## config.mk

```make
export PLATFORM = sky130hd
export DESIGN_NAME = kamikaze_fetch
export DESIGN_NICKNAME = d
export VERILOG_FILES = /design/src/rtl/kamikaze_fetch.sv
export SDC_FILE = /design/constraint.sdc
export NUM_CORES = 1
export LEC_CHECK = 0
export BUFFER_PORTS_ARGS = -buffer_cell sky130_fd_sc_hd__buf_2
export CAP_MARGIN = 30
export CORE_ASPECT_RATIO = 1.1
export CORE_MARGIN = 2
export CORE_UTILIZATION = 51
export DETAILED_ROUTE_END_ITERATION = 8
export PLACE_DENSITY = 0.77
export SLEW_MARGIN = 10
export SYNTH_ARGS = -nofsm -noshare
export SYNTH_HDL_FRONTEND = slang
export SYNTH_SLANG_ARGS = --single-unit
```

## constraint.sdc

```tcl
create_clock -name clk_i -period 2.3 [get_ports clk_i]
set_input_delay 0.345 -clock clk_i [delete_from_list [all_inputs] [get_ports clk_i]]
set_output_delay 0.345 -clock clk_i [all_outputs]
set_load 0.01 [all_outputs]
```

## src/rtl/kamikaze_fetch.sv

```systemverilog
// Fetch/realign stage: owns the fetch PC, reads words over a single-outstanding req/ack bus
// and hands instructions to the decoder. Define KAMIKAZE_RVC_EN to enable RVC realignment.
module kamikaze_fetch #(
  parameter logic [31:0] RESET_PC = 32'h0000_0000
) (
  input  logic        clk_i,
  input  logic        rst_i,
  output logic        imem_req_o,
  output logic [31:0] imem_addr_o,
  input  logic        imem_ack_i,
  input  logic [31:0] imem_rdata_i,
  input  logic        redirect_i,
  input  logic [31:0] redirect_pc_i,
  output logic [31:0] instr_o,
  output logic        is_compressed_instr_o,
  output logic [31:0] pc_o,
  output logic        instr_valid_o,
  input  logic        instr_ready_i
);

  typedef enum logic [1:0] {StIdle, StReq, StDrop} state_e;

`ifdef KAMIKAZE_RVC_EN
  localparam logic [31:0] PcMask = 32'hFFFF_FFFE;
`else
  localparam logic [31:0] PcMask = 32'hFFFF_FFFC;
`endif
  localparam logic [31:0] ResetBufPc = RESET_PC & PcMask;
  localparam logic [31:0] ResetFetch = RESET_PC & 32'hFFFF_FFFC;
  localparam logic        ResetSkip  = ResetBufPc[1];

  state_e      state_q, state_d;
  logic [47:0] buf_q, buf_d, buf_sh;
  logic [1:0]  cnt_q, cnt_d, cnt_sh, n_use, n_app;
  logic [31:0] buf_pc_q, buf_pc_d, fetch_q, fetch_d, drop_addr_q, drop_addr_d;
  logic        skip_q, skip_d;
  logic [31:0] instr_q, instr_d, pc_q, pc_d;
  logic        comp_q, comp_d, valid_q, valid_d;
  logic [31:0] tgt, app;
  logic        is_c, rdy, load, ack_ok, room, refill;

  assign tgt = redirect_pc_i & PcMask;

  // Buffer realignment and output stage next state
  always_comb begin
`ifdef KAMIKAZE_RVC_EN
    is_c = buf_q[1:0] != 2'b11;
    rdy  = is_c ? (cnt_q != 2'd0) : (cnt_q >= 2'd2);
`else
    is_c = 1'b0;
    rdy  = cnt_q >= 2'd2;
`endif
    load   = rdy && (!valid_q || instr_ready_i) && !redirect_i;
    n_use  = !load ? 2'd0 : (is_c ? 2'd1 : 2'd2);
    ack_ok = (state_q == StReq) && imem_ack_i && !redirect_i;
    buf_sh = buf_q >> {n_use, 4'b0000};
    cnt_sh = cnt_q - n_use;
    app    = skip_q ? {16'h0000, imem_rdata_i[31:16]} : imem_rdata_i;
    n_app  = skip_q ? 2'd1 : 2'd2;

    buf_d       = buf_sh;
    cnt_d       = cnt_sh;
    buf_pc_d    = buf_pc_q;
    fetch_d     = fetch_q;
    skip_d      = skip_q;
    drop_addr_d = drop_addr_q;
    if (load) buf_pc_d = buf_pc_q + (is_c ? 32'd2 : 32'd4);
    if (ack_ok) begin
      // Slots at or above the count are always zero, so OR-ing in the new halfwords is safe.
      buf_d   = buf_sh | ({16'h0000, app} << {cnt_sh, 4'b0000});
      cnt_d   = cnt_sh + n_app;
      fetch_d = fetch_q + 32'd4;
      skip_d  = 1'b0;
    end
    if (redirect_i) begin
      buf_d    = '0;
      cnt_d    = 2'd0;
      buf_pc_d = tgt;
      fetch_d  = tgt & 32'hFFFF_FFFC;
      skip_d   = tgt[1];
      if (state_q == StReq) drop_addr_d = fetch_q;
    end

    instr_d = instr_q;
    pc_d    = pc_q;
    comp_d  = comp_q;
    valid_d = valid_q;
    if (redirect_i) begin
      valid_d = 1'b0;
    end else if (load) begin
      valid_d = 1'b1;
      instr_d = is_c ? {16'h0000, buf_q[15:0]} : buf_q[31:0];
      pc_d    = buf_pc_q;
      comp_d  = is_c;
    end else if (instr_ready_i) begin
      valid_d = 1'b0;
    end

`ifdef KAMIKAZE_RVC_EN
    room   = cnt_q <= 2'd1;
    refill = cnt_d <= 2'd1;
`else
    room   = (cnt_q == 2'd0) || (n_use != 2'd0);
    refill = 1'b0;
`endif
  end

  always_comb begin
    state_d = state_q;
    unique case (state_q)
      StIdle:  if (!redirect_i && room) state_d = StReq;
      StReq: begin
        if (redirect_i)      state_d = StDrop;
        else if (imem_ack_i) state_d = refill ? StReq : StIdle;
      end
      StDrop:  if (imem_ack_i && !redirect_i) state_d = StIdle;
      default: state_d = StIdle;
    endcase
  end

  // The dropped request keeps its original address until its ack returns
  always_comb begin
    imem_req_o  = state_q != StIdle;
    imem_addr_o = (state_q == StDrop) ? drop_addr_q : fetch_q;
  end

  always_ff @(posedge clk_i or negedge rst_i) begin
    if (!rst_i) begin
      state_q <= StIdle;
    end else begin
      state_q <= state_d;
    end
  end

  always_ff @(posedge clk_i or negedge rst_i) begin
    if (!rst_i) begin
      buf_q       <= '0;
      cnt_q       <= 2'd0;
      buf_pc_q    <= ResetBufPc;
      fetch_q     <= ResetFetch;
      drop_addr_q <= ResetFetch;
      skip_q      <= ResetSkip;
      instr_q     <= '0;
      pc_q        <= '0;
      comp_q      <= 1'b0;
      valid_q     <= 1'b0;
    end else begin
      buf_q       <= buf_d;
      cnt_q       <= cnt_d;
      buf_pc_q    <= buf_pc_d;
      fetch_q     <= fetch_d;
      drop_addr_q <= drop_addr_d;
      skip_q      <= skip_d;
      instr_q     <= instr_d;
      pc_q        <= pc_d;
      comp_q      <= comp_d;
      valid_q     <= valid_d;
    end
  end

  assign instr_o               = instr_q;
  assign pc_o                  = pc_q;
  assign is_compressed_instr_o = comp_q;
  assign instr_valid_o         = valid_q;

endmodule

```

### Word-level counts from Yosys, hierarchy flattened

Index checks and enable logic that the tools add are counted.

* flip-flop bits (word level): 214
* bits of input ports: 69
* output and inout port bits: 99
* logic and storage cells: 66

* $add $sub $neg: 4
* magnitude comparators: 1
* equality and inequality tests: 5
* shift operators: 2
* multiplexer cells: 22
* bitwise gates (word level): 2
* reduce and logical (&&, ||, !) cells: 20

Operator list (count)
* $mux 32: 6
* $mux 48: 2
* $add 32x3->32 const B: 2
* $or 48x48->48: 1
* $shl 32x6->48: 1
* $shr 48x6->48: 1
* $mux 2: 8
* $reduce_bool 2->1: 4
* $logic_and 1x1->1: 6
* $pmux 2 s3: 1
* $mux 1: 5
* $logic_not 2->1: 2
* $ne 2x2->1 const B: 2
* $reduce_and 2->1: 2
* $ne 3x3->1 const B: 1
* $reduce_and 3->1: 1
* $reduce_bool 3->1: 1
* $add 2x2->2: 1
* $eq 2x1->1 const B: 1
* $eq 2x2->1 const B: 1
* $ge 2x2->1 const B: 1
* $logic_not 1->1: 2
* $logic_or 1x1->1: 2
* $sub 2x2->2: 1
* $not 1->1: 1

### Longest topological paths before layout

Gate-level depths: netlist of run 1.

* word-level depth: 10
* depth in mapped cells: 11

### Worst setup path before layout of run 1

No wires, ideal clock.

* kind: input -> register
* from: input port redirect_i
* to: register buf_q[37]
* setup time: 66 ps
* arrival time: 2627 ps
* path slack: -394 ps
* stages: 9
* path buffers: 4
* cells stage by stage: clkbuf_1 > inv_1 > nand3_1 > buf_1 > clkbuf_1 > ha_1 > nor3_1 > clkbuf_1 > a22o_1

* word-level cells in the longest chain between the ends: 8
* elaborated cells on any way between the ends: 10
* classes of those cells: 1 x add/sub; 2 x shift; 3 x mux; 1 x bitwise; 3 x reduce/logical

Ends and longest elaborated chain
* from (decl): line 12 `input logic redirect_i,`
* $logic_not 1->1: line 53, 55
* $logic_and 1x1->1: line 53 `load = rdy && (!valid_q || instr_ready_i) && !redirect_i;`
* $mux 2: line 54 `n_use = !load ? 2'd0 : (is_c ? 2'd1 : 2'd2);`
* $sub 2x2->2: line 57 `cnt_sh = cnt_q - n_use;`
* $shl 32x6->48: line 70 `buf_d = buf_sh | ({16'h0000, app} << {cnt_sh, 4'b0000});`
* $or 48x48->48: line 70
* $mux 48: line 68 `if (ack_ok) begin`
* $mux 48 (*): line 75 `if (redirect_i) begin`
* via buf_d[37]: line 33 `logic [47:0] buf_q, buf_d, buf_sh;`
* to (signal assigned): line 148 `buf_q <= buf_d;`
* to (decl): line 33

The timed path passes the listed nets; every way through them passes the cells marked *.
A chain may end at the register's enable or synchronous reset.

### Worst setup path in the final report of run 1

* from: register state_q[0]
* to: output port imem_addr_o[10]

* word-level cells in the longest chain between the ends: 2

Ends and longest elaborated chain
* from (decl): line 32 `state_e state_q, state_d;`
* from (signal assigned): line 129 `state_q <= StIdle;`
* from (signal assigned): line 131 `state_q <= state_d;`
* $eq 2x2->1: line 124 `imem_addr_o = (state_q == StDrop) ? drop_addr_q : fetch_q;`
* $mux 32: line 124
* to (decl): line 9 `output logic [31:0] imem_addr_o,`

No other way between the ends.

==> flow_summary_export.csv, run 1 <==
group,metric,value,unit
global_routing,grt_pass1_vias,7481,
yosys,yosys_warnings,0,
layout,antenna_cells,0,
critical_path,slowest_delay,0.47,ns
route,route.top_layer_used,"met5",
hold_path,hp-start,"imem_rdata_i[25]",
flow_run,cap_violations,0,
route,wl_met1,10190,um
critical_path,cpMaxStageDelayCell,"dfrtp_1",
sta,setup_viol,0,
route,first_pass_iters,5,
cts,cts-buffers-inserted,22,
yosys,synthFlopType,"dfrtp_1",
layout,seq_area,5106,sq um
placement,place_congestion,0.8728,
yosys,ys_ff_latch,204,
sta,hold_ws,0.05332,ns
die,coreArea,18480,sq um
layout,nFillCells,1484,
yosys,avgSynthCellArea,11.20,sq um
critical_path,start_kind,"flip-flop",
sta,rsz0062_at_grt,"false",
route,drc_errors,0,
yosys,synthCells,864,
sta,skew,0.006831,ns
global_routing,grtUsageTotal,25.01,%
critical_path,crit_arrival,1.90,ns
layout,drive_gt1_share,35.79,%
hold_path,holdPathStages,2,
sta,final.min_clock_period,2.248,ns
route,dr_wl_met2,11840,um
critical_path,endpoint_kind,"primary output",
pwr,ir_drop,0.7829,mV
sta,worstMarginPinSlew,0.5110,ns
die,floorplan.initialDensity,52.39,%
route,routed_wl,24990,um
yosys,syn_area,9681,sq um
die,rows,52,
cts,clk_latency,0.50,ns
sta,period_share,97.73,%
die,io_pins,168,
pwr,power.density,1077,nW/um^2
die,dieWidth,135.4,um
pwr,p_total,12.48,mW
route,vias,7643,
die,fp.dieArea,20100,sq um
yosys,async_flop_share,100.0,%
critical_path,rrSetupSlack,0.24,ns
yosys,yosysSeqAreaShare,52.73,%
sta,tns,0,ns
route,drtIter0Drc,620,
yosys,synth_enable_flop_cells,0,
placement,pre_cts_ws,0.2691,ns
critical_path,reg2reg_from,"buf_pc_q[6]",
route,dr_wl_met3,2151,um
outcome,status,"finished, final reports clean",
layout,fin_nets,1088,
critical_path,worstPathRequired,1.96,ns
sta,slew-limit-headroom,65.67,%
global_routing,antenna_found_initial,2,
critical_path,path_cells,"nor2b_4 -> buf_12 -> mux2_2 -> buf_2",
critical_path,worst-path-max-fanout,32,
hold_path,hold_path_class,"input pin to flip-flop",
route,wire_per_inst,19.61,um
layout,multi_input_comb_area,4285,sq um
critical_path,timing.rr.end,"buf_pc_q[23]",
cts,cts_buffer_depth,3,
cts,root_buffer,"clkbuf_16",
die,die_y,148.5,um
route,ant_nets,0,
route,vias_per_cell,5.999,
pwr,p_leak,5.245,nW
critical_path,reg2reg_depth,4,
placement,port_buffers,160,
layout,mostFrequentLayoutCells,"203 x dfrtp_1, 159 x buf_2, 129 x mux2_2",
placement,hpwl,16990,um
sta,report.final.slew_viol_count,0,
sta,finalHoldViolCount,0,
cts,clkSinkCount,204,
sta,max_freq,444.9,MHz
cts,tritoncts,"built",
sta,timing.final.ws_setup,0.05228,ns
cts,cts_setup_buffers,0,
layout,syn_to_final_growth,19.70,%
global_routing,grt_pass1_wl,40060,um
layout,finalInstanceArea,11590,sq um
critical_path,critPathKind,"flip-flop to primary output",
global_routing,grt_overflow,0,
hold_path,hold_end,"buf_q[25]",
cts,clk_pin_slew,0.06,ns
layout,final_common_cell,"dfrtp_1",
yosys,synth_cell_types,60,
placement,post_dp_cell_area,10830,sq um
global_routing,grt_max_degree,88,
cts,cts-htree-levels,1,
[routing by layer]
layer / global-route usage [%] / vias up
met5: 0 / -
met2: 39.75 / 282
met4: 8.281 / 4
met3: 6.578 / 56
met1: 33.67 / 3782
li1: - / 3519
[through the flow]
stage	std cells	utilization (%)
6_report	1274	62.71
5_1_grt	1274	62.71
4_1_cts	1274	62.68
3_5_place_dp	1234	58.61
3_3_place_gp	1234	58.61
2_1_floorplan	868	-
[cell usage after synthesis (3+ instances only)]
| cell type | n | area, sq um |
|---|---|---|
| inv_1 | 9 | 33.78 |
| clkbuf_1 | 39 | 146.4 |
| nor2_1 | 34 | 127.6 |
| and2_1 | 4 | 25.02 |
| and4_1 | 11 | 96.34 |
| or3_1 | 7 | 43.79 |
| nor4_1 | 24 | 150.1 |
| nor2b_1 | 11 | 68.82 |
| buf_1 | 11 | 41.29 |
| o21ai_0 | 16 | 80.08 |
| or4_1 | 11 | 82.58 |
| buf_6 | 3 | 33.78 |
| buf_4 | 6 | 45.04 |
| buf_2 | 5 | 25.02 |
| nor3_1 | 19 | 95.09 |
| a211oi_1 | 17 | 127.6 |
| nand2b_1 | 8 | 50.05 |
| o311ai_0 | 3 | 26.28 |
| and3_1 | 12 | 75.07 |
| nand3_1 | 25 | 125.1 |
| a311oi_1 | 12 | 105.1 |
| xnor2_1 | 13 | 113.9 |
| nand2_1 | 93 | 349.1 |
| a22o_1 | 31 | 271.5 |
| ha_1 | 3 | 37.54 |
| o31ai_1 | 13 | 97.59 |
| dfrtp_1 | 204 | 5105 |
| nand4_1 | 20 | 125.1 |
| mux2_2 | 129 | 1453 |
| a31oi_1 | 31 | 193.9 |
[state kept, by name, summed over array words and instances (netlist names)]
signal and cells:
buf_q 48, instr_o 32, buf_pc_q 30, drop_addr_q 30, fetch_q 30, pc_o 30
state_q 2, cnt_q 1, instr_valid_o 1
[kinds of logic after synthesis]
logic type	synth area share [%]
AOI/OAI and AO/OA	10.84
xor gates and xnor gates	1.357
adders and majority gates	0.3878
buffers and inverters	3.438
DFF	52.73
muxes	15.01
other	0.03874
and+or+nand+nor	16.19
[worst max path at each step]
| stage | endpoint | slack, ns | from | depth (start not counted) |
|---|---|---|---|---|
| floorplan | buf_q[16] | 0.04 | redirect_i | 11 |
| global placement | buf_pc_q[23] | 0.29 | buf_pc_q[6] | 4 |
| detailed placement | buf_pc_q[23] | 0.27 | buf_pc_q[6] | 4 |
| CTS | imem_addr_o[13] | 0.02 | state_q[1] | 4 |
| global route | imem_addr_o[15] | 0.01 | state_q[0] | 4 |
| finish | imem_addr_o[10] | 0.05 | state_q[0] | 4 |
[layout make-up]
| class | instances | area share (%) |
|---|---|---|
| flip-flops and latches | 204 | 44.07 |
| clock buffers | 30 | 5.539 |
| multi-input cells | 590 | 36.98 |
| inverters | 9 | 0.2915 |
| repair buffers | 189 | 9.643 |
| clock inverters | 9 | 0.8530 |
| well taps | 243 | 2.624 |
[critical path: cells and delay by family, from the launching register on]
family / cells / cell delay (ns)
simple gates: 1 / 0.19
flops: 1 / 0.47
buf+inv: 2 / 0.35
mux: 1 / 0.36
[timing repair]
action,4_1_cts,5_1_grt
hold endpoints to repair,33,0
setup endpoints to repair,0,28
gates resized for setup,0,2
hold buffers,1,0
[power breakdown]
part,total (mW),leakage (nW),internal [mW],switching (mW)
sequential,5.19,2.59,4.53,0.658
clock,3.59,0.372,2.17,1.42
combinational,3.70,2.29,1.82,1.89
(Power assumes the default switching activity.)
==> run 2, diff against run 1 <==
Settings changed: ABC_AREA set to 1, PLACE_DENSITY 0.77 to 0.76, SLEW_MARGIN 10 to not set, TNS_END_PERCENT set to 100.
==> run 2 against run 1 <==
Against the previous run:
- sequential power is 3% higher
- hold slack worse by 0.0084 ns
- worst setup slack gained 0.24 ns
- core utilization fell by 1.2 points
- design area up 2.0%
- clock power decreased by 2%
- largest cell class unchanged
- non-clock buffer count decreased by 8
- cell count is 28% higher
- critical endpoint is now buf_q[12]
==> flow_summary_export.csv, run 2 <==
group,metric,value,unit
outcome,status,"finished, final reports clean",
die,floorplan.initialDensity,52.17,%
sta,period_share,87.47,%
global_routing,antenna_found_initial,0,
critical_path,reg2reg_from,"instr_valid_o",
global_routing,grt_overflow,0,
hold_path,hold_end,"buf_q[18]",
sta,tns,0,ns
global_routing,grtUsageTotal,25.32,%
critical_path,reg2reg_depth,10,
yosys,netlist.area_leader.share,50.88,%
sta,max_freq,497.1,MHz
die,fp.dieArea,20810,sq um
cts,cts-buffers-inserted,22,
layout,syn_to_final_growth,17.81,%
cts,clk_latency,0.51,ns
yosys,async_flop_share,100.0,%
yosys,yosys-top-cells-count,"344 x nand2_1, 204 x dfrtp_1, 129 x o21ai_0",
placement,place_congestion,0.9330,
die,die_y,151.1,um
die,coreArea,19230,sq um
sta,setup_viol,0,
yosys,synthCells,1222,
critical_path,crit_arrival,2.43,ns
pwr,p_total,12.92,mW
route,wire_per_inst,15.98,um
die,io_pins,168,
sta,slew-limit-headroom,55.75,%
sta,report.final.slew_viol_count,0,
yosys,synth_area_leaders,"dfrtp_1 51%, nand2_1 13%, o21ai_0 6.4%",
hold_path,hp-start,"imem_rdata_i[18]",
layout,fin_nets,1442,
pwr,ir_drop,0.7951,mV
route,routed_wl,26080,um
route,ant_nets,0,
sta,worstMarginPinSlew,0.6637,ns
flow_run,cap_violations,0,
cts,cts_setup_buffers,0,
cts,cts_buffer_depth,3,
critical_path,path_cells,"nand2_1 -> nand2_2 -> nor2_4 -> inv_4 -> ha_1 -> clkinv_1 -> nor2_4 -> buf_12 -> a22oi_1 -> o22ai_1",
yosys,avgSynthCellArea,8.211,sq um
route,drc_errors,0,
critical_path,cpMostUsedCell,"nor2_4",
pwr,p_leak,5.798,nW
sta,rsz0062_at_grt,"false",
hold_path,hold_path_class,"input pin to flip-flop",
yosys,synth.most_common_cell,"nand2_1",
critical_path,cpMaxStageDelayCell,"dfrtp_1",
route,vias,8722,
sta,finalHoldViolCount,0,
pwr,power.density,1093,nW/um^2
layout,largest_reg_flops,48,
yosys,yosysSeqAreaShare,50.88,%
layout,regMostFlops,"buf_q",
critical_path,slowest_delay,0.38,ns
global_routing,grt_pass1_wl,41690,um
cts,cts-htree-levels,1,
die,rows,53,
critical_path,worstPathRequired,2.72,ns
cts,tritoncts,"built",
placement,hpwl,18060,um
route,drtIter0Drc,441,
sta,final.min_clock_period,2.012,ns
yosys,synth_top_cell_by_area,"dfrtp_1",
sta,skew,0.005659,ns
yosys,synthFlopType,"dfrtp_1",
critical_path,critPathKind,"flip-flop to flip-flop",
layout,final_common_cell,"nand2_1",
cts,clkSinkCount,204,
critical_path,start_kind,"flip-flop",
cts,cts_hold_buffers,1,
route,vias_per_cell,5.344,
placement,port_buffers,160,
critical_path,endpoint_kind,"flip-flop",
critical_path,timing.rr.end,"buf_q[12]",
yosys,yosys_warnings,0,
cts,root_buffer,"clkbuf_16",
die,dieWidth,137.7,um
critical_path,worst-path-max-fanout,31,
yosys,synth_enable_flop_cells,0,
global_routing,grt_max_degree,168,
cts,cts_resized,0,
cts,clk_pin_slew,0.06,ns
yosys,ys_ff_latch,204,
global_routing,grt_pass1_vias,8374,
yosys,syn_area,10030,sq um
layout,drive_gt1_share,19.21,%
yosys,synth_cell_types,46,
critical_path,rrSetupSlack,0.29,ns
layout,mostFrequentLayoutCells,"344 x nand2_1, 204 x dfrtp_1, 159 x buf_2",
layout,antenna_cells,0,
route,first_pass_iters,5,
hold_path,holdPathStages,3,
[run 2: cell types whose count changed after synthesis, moves of 28 or more]
cell     previous run  this run
a21oi_1             2        30
o21ai_0            16       129
inv_1               9       125
a22o_1             31         0
nand3_1            25        60
nor2_1             34        67
o21ai_1             0        51
mux2_2            129         0
nand2_1            93       344
[run 2: worst max-delay path: cells and delay by family (launching register included)]
family          cells  cell delay [ns]
flops               1             0.38
buf+inv             3             0.41
compound gates      2             0.24
simple gates        4             0.55
fa+ha+maj           1             0.32
[run 2: through the flow]
stage	setup WS, ns	hold slack, ns	area [sq um]	instances	util (%)
2_1_floorplan	0.05445	0.04941	10050	1226	-
3_3_place_gp	0.3461	0.3958	11090	1592	57.68
3_5_place_dp	0.2468	0.3958	11090	1592	57.68
4_1_cts	0.2837	0.03608	11820	1632	61.46
5_1_grt	0.1233	0.05332	11820	1632	61.46
6_report	0.2883	0.04491	11820	1632	61.46
[run 2: worst max-delay path by stage]
stage                       start  depth (start not counted)   endpoint
CTS                 instr_valid_o                         10   buf_q[5]
finish              instr_valid_o                         10  buf_q[12]
floorplan           instr_valid_o                         10  buf_q[41]
global placement    instr_ready_i                         12  buf_q[15]
detailed placement  instr_ready_i                         12  buf_q[12]
global route        instr_valid_o                         10   buf_q[4]
[run 2: where the power goes]
group / switching, mW / leakage [nW] / total (mW) / internal, mW
logic: 2.62 / 2.81 / 4.08 / 1.47
registers: 0.690 / 2.63 / 5.32 / 4.63
clock network: 1.42 / 0.359 / 3.52 / 2.10
total: 4.73 / 5.80 / 12.9 / 8.19
[run 2: cell families after synthesis]
kind of cell	synth area share, %
DFF	50.88
AOI/OAI and AO/OA	14.73
other	0.03738
xor gates and xnor gates	1.222
buffers and inverters	8.193
and+or+nand+nor	24.57
adders and majority gates	0.3742
[run 2: layout make-up]
| class | instances | area, sq um |
|---|---|---|
| inverters | 133 | 501.7 |
| flip-flops and latches | 204 | 5105 |
| clock buffers | 33 | 663.1 |
| repair buffers | 181 | 1057 |
| fillers | 1753 | 7411 |
| multi-input cells | 828 | 4129 |
| well taps | 247 | 309.0 |
| clock inverters | 6 | 55.05 |
[run 2: metal layers]
metal,track usage (%),part of all wire (%),up-vias
li1,-,-,4274
met1,33.37,43,4104
met2,42.26,48,297
met3,4.786,7.1,47
met4,8.367,2.7,0
met5,0,0,-
==> run 3, diff against run 2 <==
Settings changed: CORE_UTILIZATION 51 to 30, CTS_CLUSTER_SIZE set to 40, PLACE_DENSITY 0.76 to not set.
==> run 3 against run 2 <==
Against the previous run:
- non-clock buffer count grew 1
- clock power grew 16%
- hold slack lost 0.0089 ns
- worst setup slack lost 0.18 ns
- die area grew 68%
- largest cell class unchanged
- via count shrank 0.75%
- critical path depth shrank 4
- largest power group unchanged
==> flow_summary_export.csv, run 3 (synthesis results as in run 2) <==
group,metric,value,unit
outcome,status,"finished, final reports clean",
pwr,p_leak,5.860,nW
pwr,internal-power,8.614,mW
global_routing,grtUsageTotal,16.51,%
sta,skew,0.008464,ns
pwr,power_frac_comb,30.7,%
critical_path,reg2reg_from,"instr_valid_o",
sta,finalHoldViolCount,0,
layout,mostFrequentLayoutCells,"344 x nand2_1, 204 x dfrtp_1, 159 x buf_2",
global_routing,antenna_found_initial,0,
pwr,ir_drop,0.5699,mV
route,wire_per_inst,15.91,um
global_routing,grt_max_degree,168,
cts,root_buffer,"clkbuf_16",
die,io_pins,168,
global_routing,grt_overflow,0,
cts,cts_buffer_depth,3,
layout,final_common_cell,"nand2_1",
sta,final.min_clock_period,2.196,ns
pwr,switching_share,36.52,%
sta,setup_viol,0,
sta,tns,0,ns
route,drc_errors,0,
pwr,power.density,1116,nW/um^2
sta,report.final.slew_viol_count,0,
cts,clkSinkCount,204,
critical_path,cpMostUsedCell,"buf_4",
die,coreArea,33110,sq um
critical_path,crit_arrival,1.85,ns
critical_path,critPathKind,"flip-flop to primary output",
critical_path,path_delay_family,"buffers and inverters",
die,fp.dieArea,34920,sq um
route,vias_per_cell,4.749,
pwr,p_clk_share,30.0,%
cts,clk_latency,0.52,ns
cts,tritoncts,"built",
route,first_pass_iters,5,
pwr,p_total,13.57,mW
sta,worstMarginPinSlew,0.8784,ns
cts,cts-htree-levels,1,
critical_path,slowest_delay,0.37,ns
layout,fin_nets,1447,
critical_path,endpoint_kind,"primary output",
die,die_y,195.8,um
cts,clk_pin_slew,0.06,ns
pwr,p_switching,4.957,mW
global_routing,grt_pass1_vias,8431,
critical_path,cp_num_buf_inv,4,
layout,syn_to_final_growth,21.25,%
sta,slew-limit-headroom,41.38,%
flow_run,cap_violations,0,
layout,finalInstanceArea,12170,sq um
critical_path,crit_start,"state_q[1]",
route,vias,8657,
pwr,pwr-share-seq,39.3,%
sta,period_share,95.47,%
die,floorplan.initialDensity,30.31,%
route,ant_nets,0,
critical_path,worstPathRequired,1.96,ns
critical_path,worst-path-max-fanout,5,
sta,rsz0062_at_grt,"false",
critical_path,cpMaxStageDelayCell,"dfrtp_1",
sta,max_freq,455.4,MHz
route,routed_wl,29000,um
placement,port_buffers,160,
layout,drive_gt1_share,19.70,%
critical_path,start_kind,"flip-flop",
placement,hpwl,20400,um
global_routing,grt_pass1_wl,45840,um
placement,place_congestion,0.8860,
cts,cts-buffers-inserted,25,
hold_path,hold_path_class,"input pin to flip-flop",
sta,hold_ws,0.03602,ns
critical_path,path_cells,"inv_1 -> nor2_4 -> buf_4 -> buf_4 -> o21ai_0 -> buf_2",
die,rows,70,
layout,regMostFlops,"buf_q",
critical_path,reg2reg_depth,10,
critical_path,timing.rr.end,"buf_q[15]",
placement,post_dp_cell_area,11280,sq um
critical_path,cp.depth,6,
critical_path,cp-endpoint,"imem_addr_o[9]",
layout,largest_reg_flops,48,
critical_path,rrSetupSlack,0.35,ns
die,dieWidth,178.4,um
route,drtIter0Drc,619,
layout,antenna_cells,0,
## run 3: layer usage
| metal | global-route usage, % | wire length, um |
|---|---|---|
| met5 | 0 | 0 |
| met2 | 26.60 | 13310 |
| met4 | 4.908 | 703 |
| met3 | 3.508 | 1902 |
| met1 | 22.25 | 13090 |
## run 3: through the flow
stage	utilization, %	cells	setup slack [ns]
floorplan	-	1226	0.05445
global placement	34.08	1775	0.3135
detailed placement	34.08	1775	0.2476
CTS	36.66	1820	0.06533
global route	36.75	1823	0.03113
finish	36.75	1823	0.1041
## run 3: worst register-to-register path, cell delays in order, from the launching register on
cell,delay (ns)
dfrtp_1,0.38
nand2_1,0.10
nand2_2,0.14
nor2_4,0.15
inv_4,0.05
ha_1,0.30
clkinv_1,0.15
nor2_4,0.16
buf_12,0.19
a22oi_1,0.11
o22ai_1,0.15
## run 3: how the worst min path moves through the flow
stage                startpoint        endpoint  slack (ns)  cells past startpoint
4_1_cts        imem_rdata_i[17]       buf_q[17]        0.02                      3
2_1_floorplan             rst_i    buf_pc_q[10]        0.05                      0
5_1_grt        imem_rdata_i[20]       buf_q[20]        0.03                      3
3_5_place_dp              rst_i  drop_addr_q[4]        0.34                      1
3_3_place_gp              rst_i  drop_addr_q[7]        0.34                      1
6_report       imem_rdata_i[31]       buf_q[31]        0.04                      3
## run 3: final cells by class
cell class / instances / area (sq um)
fillers: 3489 / 20940
clock buffers: 31 / 678.2
clock inverters: 12 / 160.2
repair buffers: 182 / 1040
multi-input cells: 829 / 4140
inverters: 133 / 501.7
well taps: 432 / 540.5
flip-flops and latches: 204 / 5105
## run 3: power by group through the flow
stage / Combinational, mW / Sequential [mW] / Clock (mW)
2_1_floorplan: 2.40 / 5.43 / 0
4_1_cts: 4.22 / 5.33 / 4.18
5_1_grt: 4.73 / 5.46 / 4.33
6_report: 4.17 / 5.33 / 4.07
3_3_place_gp: 4.12 / 5.33 / 0
3_5_place_dp: 4.19 / 5.36 / 0
## run 3: what timing repair did
| item | in CTS | in global routing |
|---|---|---|
| hold buffers | 1 | 0 |
| buffers inserted | 0 | 3 |
| gates resized for setup | 0 | 1 |
| endpoints found under the setup margin | 17 | 9 |
| endpoints found under the hold margin | 45 | 0 |
| pin swaps | 1 | 1 |
| gates cloned | 1 | 0 |
